## config.mk

```make
export PLATFORM = sky130hd
export DESIGN_NAME = karatsuba_arbiter
export DESIGN_NICKNAME = d
export VERILOG_FILES = /design/src/rtl/karatsuba_arbiter.sv
export SDC_FILE = /design/constraint.sdc
export NUM_CORES = 1
export LEC_CHECK = 0
export CORE_AREA = 2 2 179 181
export DETAILED_ROUTE_END_ITERATION = 10
export DIE_AREA = 0 0 181 183
export HOLD_SLACK_MARGIN = 0.02
export PLACE_DENSITY = 0.68
export SKIP_LAST_GASP = 1
export SYNTH_ARGS = -nofsm -noshare
export SYNTH_HDL_FRONTEND = slang
export SYNTH_SLANG_ARGS = --single-unit
```

## constraint.sdc

```tcl
create_clock -name clk -period 5.3 [get_ports clk]
set_clock_uncertainty 0.15 [all_clocks]
set_input_delay 1.06 -clock clk [delete_from_list [all_inputs] [get_ports clk]]
set_output_delay 1.06 -clock clk [all_outputs]
set_load 0.05 [all_outputs]
```

## src/rtl/karatsuba_arbiter.sv

```systemverilog
// karatsuba_arbiter: round-robin sharing of one external multiplier between N_REQ requesters
module karatsuba_arbiter #(
  parameter int N_REQ   = 4,
  parameter int DATA_W  = 32,
  parameter int MUL_LAT = 3
) (
  input  logic                    clk,
  input  logic                    rst,
  input  logic [N_REQ-1:0]        req_valid,
  output logic [N_REQ-1:0]        req_ready,
  input  logic [N_REQ*DATA_W-1:0] req_a,
  input  logic [N_REQ*DATA_W-1:0] req_b,
  output logic [N_REQ-1:0]        rsp_valid,
  input  logic [N_REQ-1:0]        rsp_ready,
  output logic [2*DATA_W-1:0]     rsp_data,
  output logic [DATA_W-1:0]       mul_a,
  output logic [DATA_W-1:0]       mul_b,
  input  logic [2*DATA_W-1:0]     mul_p,
  output logic                    busy
);
  localparam int IW = (N_REQ > 1) ? $clog2(N_REQ) : 1;
  localparam int CW = $clog2(MUL_LAT + 1);
  typedef enum logic [1:0] {IDLE, WAIT, RESP} state_t;
  state_t              state_q, state_d;
  logic [CW-1:0]       cnt_q, cnt_d;
  logic [IW-1:0]       ptr_q, ptr_d, gnt_q, gnt_d, pick, idx;
  logic                found;
  logic [DATA_W-1:0]   mul_a_q, mul_a_d, mul_b_q, mul_b_d;
  logic [2*DATA_W-1:0] rsp_data_q, rsp_data_d;
  // first valid requester after the last one served
  always_comb begin
    pick  = ptr_q;
    idx   = ptr_q;
    found = 1'b0;
    for (int k = 1; k <= N_REQ; k++) begin
      idx = IW'((int'(ptr_q) + k) % N_REQ);
      if (!found && req_valid[idx]) begin
        pick  = idx;
        found = 1'b1;
      end
    end
  end
  always_comb begin
    state_d    = state_q;
    cnt_d      = cnt_q;
    ptr_d      = ptr_q;
    gnt_d      = gnt_q;
    mul_a_d    = mul_a_q;
    mul_b_d    = mul_b_q;
    rsp_data_d = rsp_data_q;
    case (state_q)
      IDLE: if (found) begin
        state_d = WAIT;
        gnt_d   = pick;
        cnt_d   = CW'(MUL_LAT);
        mul_a_d = req_a[int'(pick)*DATA_W +: DATA_W];
        mul_b_d = req_b[int'(pick)*DATA_W +: DATA_W];
      end
      WAIT: begin
        cnt_d = cnt_q - CW'(1);
        if (cnt_q == CW'(1)) begin
          state_d    = RESP;
          rsp_data_d = mul_p;
        end
      end
      RESP: if (rsp_ready[gnt_q]) begin
        state_d = IDLE;
        ptr_d   = gnt_q;
      end
      default: state_d = IDLE;
    endcase
  end
  always_ff @(posedge clk or posedge rst) begin
    if (rst) begin
      state_q    <= IDLE;
      cnt_q      <= '0;
      ptr_q      <= IW'(N_REQ - 1);
      gnt_q      <= '0;
      mul_a_q    <= '0;
      mul_b_q    <= '0;
      rsp_data_q <= '0;
    end else begin
      state_q    <= state_d;
      cnt_q      <= cnt_d;
      ptr_q      <= ptr_d;
      gnt_q      <= gnt_d;
      mul_a_q    <= mul_a_d;
      mul_b_q    <= mul_b_d;
      rsp_data_q <= rsp_data_d;
    end
  end
  assign req_ready = (state_q == IDLE && found && !rst) ? (N_REQ'(1) << pick) : '0;
  assign rsp_valid = (state_q == RESP) ? (N_REQ'(1) << gnt_q) : '0;
  assign rsp_data  = rsp_data_q;
  assign mul_a     = mul_a_q;
  assign mul_b     = mul_b_q;
  assign busy      = state_q != IDLE;
endmodule

```

# [After elaboration in Yosys (flattened, before gate mapping)]
# Index checks and enable logic that the tools add are counted.
# Widths: inputs -> output; s select.
[classes] addsub=5 multipliers=0 div_mod_pow=0 n_lt_le_gt_ge=5 n_eq_ne=6 shifts=4 mux=26 bitwise=0 reduce_logical=17
[ops] cell="$shiftx 128x8->32" count=2
[ops] cell="$mux 2" count=8
[ops] cell="$lt 2x3->1 const B" count=5
[ops] cell="$bmux 1 s2" count=5
[ops] cell="$mux 1" count=9
[ops] cell="$mux 4" count=2
[ops] cell="$reduce_and 2->1" count=4
[ops] cell="$shl 1x2->4 const A" count=2
[ops] cell="$ne 2x2->1 const B" count=3
[ops] cell="$pmux 2 s3" count=1
[ops] cell="$logic_and 1x1->1" count=5
[ops] cell="$add 2x1->2 const B" count=2
[ops] cell="$add 2x2->2 const B" count=2
[ops] cell="$eq 2x1->1 const B" count=2
[ops] cell="$logic_not 1->1" count=4
[ops] cell="$pmux 2 s2" count=1
[ops] cell="$reduce_bool 2->1" count=2
[ops] cell="$reduce_and 3->1" count=1
[ops] cell="$eq 2x2->1 const B" count=1
[ops] cell="$logic_not 2->1" count=1
[ops] cell="$sub 2x1->2 const B" count=1
[totals] regBits=136 latch_bits=0 mem_bits_rw=0 mem_bits_ro=0 inputBits=330 out_inout_bits=137 elab_cells=70 n_memories=0

# [Longest topological paths before layout]
[logic_depth] word_depth=16 depth_mapped=9 ltp_nobuf=5

# [Least setup slack after synthesis]
# No wires, ideal clock.
[synth_timing] path_kind="input port to output port" start="input rst" end="output req_ready[1]" arrival_time_ps=4686 required_time_ps=4090 setup_slack_ps=-596 stages=2 n_path_buf=0 path_cell_list="inv_1 -> and3_1"
[synth_between] elab_chain_cells=3
[synth_rtl] element="start, declared" line_no="8" source="input logic rst,"
[synth_rtl] element="$logic_not 1->1" line_no="92" source="assign req_ready = (state_q == IDLE && found && !rst) ? (N_REQ'(1) << pick) : '0;"
[synth_rtl] element="$logic_and 1x1->1" line_no="92"
[synth_rtl] element="$mux 4" line_no="92"
[synth_rtl] element="end, declared" line_no="10" source="output logic [N_REQ-1:0] req_ready,"
# Every way passes these cells.

# [Final worst setup path]
[layout_timing] start="input req_valid[2]" end="output req_ready[0]"
[layout_between] elab_chain_cells=15 word_cells_on_any_way=26 cone_classes="shift (1); mux (17); reduce/logical (8)"
[layout_rtl] element="start, declared" line_no="9" source="input logic [N_REQ-1:0] req_valid,"
[layout_rtl] element="$bmux 1 s2" line_no="37" source="if (!found && req_valid[idx]) begin"
[layout_rtl] element="$mux 1 (not written as such)" line_no="37"
[layout_rtl] element="$mux 1" line_no="37"
[layout_rtl] element="$logic_not 1->1" line_no="37"
[layout_rtl] element="$logic_and 1x1->1" line_no="37"
[layout_rtl] element="$mux 1" line_no="37"
[layout_rtl] element="$logic_not 1->1" line_no="37"
[layout_rtl] element="$logic_and 1x1->1" line_no="37"
[layout_rtl] element="$mux 1" line_no="37"
[layout_rtl] element="$logic_not 1->1" line_no="37"
[layout_rtl] element="$logic_and 1x1->1" line_no="37"
[layout_rtl] element="$mux 1" line_no="37"
[layout_rtl] element="$logic_and 1x1->1 (2 in a row)" line_no="92"
[layout_rtl] element="$mux 4 *" line_no="92"
# Mark *: on every way between the ends. The rest lies on a longest branch, timed or not. The select of a mux whose other input is x is not followed.

==> flow_metrics.py <==
metrics = {
    "sta": {
        "finalSetupTns_ns": 0,
        "maxSlewViolCount": 0,
        "clock.fmax_mhz": 220,
        "rsz0062_at_grt": "false",
        "worst_slew_pin_tran_ns": 1.04,
        "fin_crit_sh": 0.859,
        "report.final.setup_viol": 0,
        "slew-limit-headroom": 0.306,
        "finalHoldViolCount": 0,
        "worst_hold_slack_ns": 0.325,
        "layout_min_cycle_time_ns": 4.55,
    },
    "outcome": {
        "status": "finished clean",
    },
    "cells_and_area": {
        "postLayoutCellArea_sq_um": 12600,
        "multi_input_comb_area_sq_um": 3350,
        "flow.area_growth_from_synthesis_pct": 76.3,
        "final_core_utilization": 0.403,
        "final_net_count": 1342,
        "final_layout_size_suffix_gt1_frac": 0.146,
        "filler_cell_count": 3009,
        "seq_area_sq_um": 3410,
    },
    "critical_path": {
        "reg2reg_depth": 7,
        "critPathSlowestCell": "sky130_fd_sc_hd__clkdlybuf4s50_1",
        "worstPathArrival_ns": 3.34,
        "cpMostUsedCell": "sky130_fd_sc_hd__clkdlybuf4s50_1",
        "worstPathRequired_ns": 4.09,
        "worst_path_largest_cell_delay_ns": 0.82,
        "startpoint_type": "input pin",
        "worstSetupEndpointType": "output port",
        "cp_cell_sequence": "clkdlybuf4s50_1, or4_4, and2_4, nand2b_4, nor3_1, clkdlybuf4s50_1",
        "critPathMaxFanout": 5,
        "critPathKind": "input pin to output port",
    },
    "yosys": {
        "synth_top_family_by_area": "multiplexers",
        "syn-instance-count": 560,
        "syn_area_sq_um": 7150,
        "synthesis.area_per_instance_sq_um": 12.8,
        "synth.top_cell.area_share": 0.469,
        "yosys.area.top_type": "sky130_fd_sc_hd__dfrtp_1",
        "post_synth_and_or_nand_nor_area_fraction": 0.0609,
        "synth_cell_type_count": 39,
        "synthXorXnorAreaFrac": 0,
        "muxShareOfSynthArea": 0.286,
        "synth_sequential_area_ratio": 0.477,
        "ys_ff_latch": 136,
        "synth.yosys.warnings": 0,
        "synth.area.top_cells": "sky130_fd_sc_hd__dfrtp_1 (47%), sky130_fd_sc_hd__mux2i_1 (18%), sky130_fd_sc_hd__mux2_2 (10%)",
        "synth_fa_ha_area_frac": 0.00175,
        "synth_compound_area_frac": 0.116,
        "synth_fp_nets": 891,
    },
    "detailed_routing": {
        "route.met2.wl_microns": 14000,
        "wl_per_cell_microns": 19.7,
        "routed.top_layer": "met5",
        "total_routed_wirelength_microns": 28100,
        "route.detailed.drc": 0,
        "initial_drt_markers": 267,
        "m1WireLength_microns": 10500,
        "routed_via_density": 4.55,
        "num_vias": 6496,
        "metal3_wl_microns": 2950,
        "drtAntennaViolNets": 0,
        "detail_route.first_pass.iterations": 4,
    },
    "floorplanning": {
        "die-area_sq_um": 33100,
        "initial_core_util": 0.229,
        "chip_width_microns": 181,
        "boundaryPins": 467,
        "die_height_microns": 183,
        "core.rowCount": 65,
        "core_area_sq_um": 31200,
    },
    "pwr": {
        "clockPowerShare": 0.142,
        "p_switching_mw": 3.93,
        "irDropWorstVdd_mv": 0.419,
        "sw_share": 0.484,
        "powerDensity_nw_per_um2": 644,
        "cell_internal_pwr_mw": 4.18,
        "share_seq_of_total_power": 0.233,
        "comb_power_share": 0.625,
        "total_leakage_power_nw": 5.31,
    },
    "clock_network": {
        "tritoncts": "yes",
        "cts-root-to-sink-buffers": 2,
        "postCtsSetupBuffers": 0,
        "worst_skew_pair.late_latency_ns": 0.43,
        "ctsHtreeMaxLevel": 4,
        "clkTransAtPathRegs_ns": 0.06,
        "cts_repair_resize_count": 0,
        "cts_inserted_buffers": 17,
        "cts_root_buffer": "sky130_fd_sc_hd__clkbuf_16",
        "clkSinkCount": 136,
        "postCtsHoldBufs": 0,
    },
    "grt": {
        "residual_overflow_from_global_routing": 0,
        "grt_antenna_before_repair": 4,
        "grt_usage": 0.168,
        "first_pass_grt_wire_length_microns": 41900,
        "via_count_of_the_first_global_routing_pass": 7022,
        "grt_max_degree": 88,
    },
    "job": {
        "max-cap-violations": 0,
    },
    "placement": {
        "place.gp.congestion": 0.806,
        "hpwlAfterDp_microns": 20900,
        "post_dp_cell_area_sq_um": 12000,
        "portBuffers": 466,
    },
    "worst_hold_path": {
        "hold-path-cell-count": 1,
        "timing.hold.worst.class": "flip-flop to flip-flop",
    },
}
-- path summary, 6_finish.rpt --
kind / from / slack [ns] / to
min in group asynchronous: rst / 1.28 / rsp_data[30]
max reg2reg: ptr_q[1] / 2.11 / mul_b[31]
max: req_valid[2] / 0.75 / req_ready[0]
max in group asynchronous: rst / 2.58 / mul_a[10]
min: cnt_q[0] / 0.33 / cnt_q[0]
min reg2reg: cnt_q[0] / 0.33 / cnt_q[0]
-- per-stage QoR --
step                      setup slack (ns)  instances  power, mW
after CTS                            0.732       1426       8.21
after floorplan                      0.420        560       5.43
after global placement               0.766       1394       6.95
final                                0.750       1428       8.11
after detailed placement             0.743       1394       7.00
after global routing                 0.664       1427       8.52
-- worst max-delay path, delay by kind of cell --
| kind | cells | cell delay [ns] |
|---|---|---|
| simple gates | 4 | 0.91 |
| buf+inv | 2 | 1.36 |
-- power groups by stage --
| stage | clock (mW) | sequential, mW | combinational, mW |
|---|---|---|---|
| floorplan | 0 | 3.55 | 1.87 |
| global placement | 0 | 1.89 | 5.07 |
| detailed placement | 0 | 1.90 | 5.10 |
| CTS | 1.20 | 1.90 | 5.12 |
| global route | 1.24 | 1.96 | 5.32 |
| finish | 1.15 | 1.89 | 5.07 |
-- sequential cells by signal (all words and copies together), names as in the netlist --
signal,cells
rsp_data,64
mul_a,32
mul_b,32
cnt_q,2
gnt_q,2
ptr_q,2
state_q,2
-- routing by layer --
layer,GRT usage,vias up
met1,0.179,3146
met3,0.0763,30
li1,-,2987
met5,0,-
met2,0.294,331
met4,0.0589,2
-- cells in the mapped netlist, drive strengths merged --
master,instances
nand2b,4
o22ai,1
dfrtp,134
or2,1
nor2b,2
mux2i,128
nor3b,1
nor3,5
o21ai,1
nor2,8
a21o,1
o211ai,2
mux4,1
a21oi,2
and2,1
dfstp,2
mux2,66
clkbuf,17
or4,1
o2111a,1
o31ai,1
o221ai,63
and3,2
nand3b,1
buf,27
a211oi,1
a22oi,1
nand2,75
a31oi,1
ha,1
nand3,1
inv,7
-- cells by family (layout without fill, tap and decap cells) --
family,Yosys count,in the layout
other,0,2
multiplexers,195,195
buffers and inverters,51,515
AND/OR/NAND/NOR,102,102
AO/OA/AOI/OAI,75,75
flip-flops,136,136
adder cells (fa/ha/maj),1,1
-- cell usage in the layout (no fill, tap or decap), drive strengths merged, types with 2 or more instances in the layout --
cell type and n:
clkdlybuf4s50 463, dfrtp 134, mux2i 128, nand2 75
mux2 66, o221ai 63, clkbuf 19, buf 13
inv 9, nor2 8, clkinv 7, nor3 5
nand2b 4, clkinvlp 3, diode 2, nor2b 2
a21oi 2, and3 2, dfstp 2, o211ai 2
-- final cells by class --
| class | instances | area share |
|---|---|---|
| timing repair buffer | 476 | 0.377 |
| sequential | 136 | 0.270 |
| multi-input combinational | 373 | 0.266 |
| tap | 402 | 0.0399 |
| clock buffer | 19 | 0.0344 |
| clock inverter | 13 | 0.00984 |
| inverter | 7 | 0.00238 |
| antenna | 2 | 0.000397 |
(Power assumes the default switching activity.)
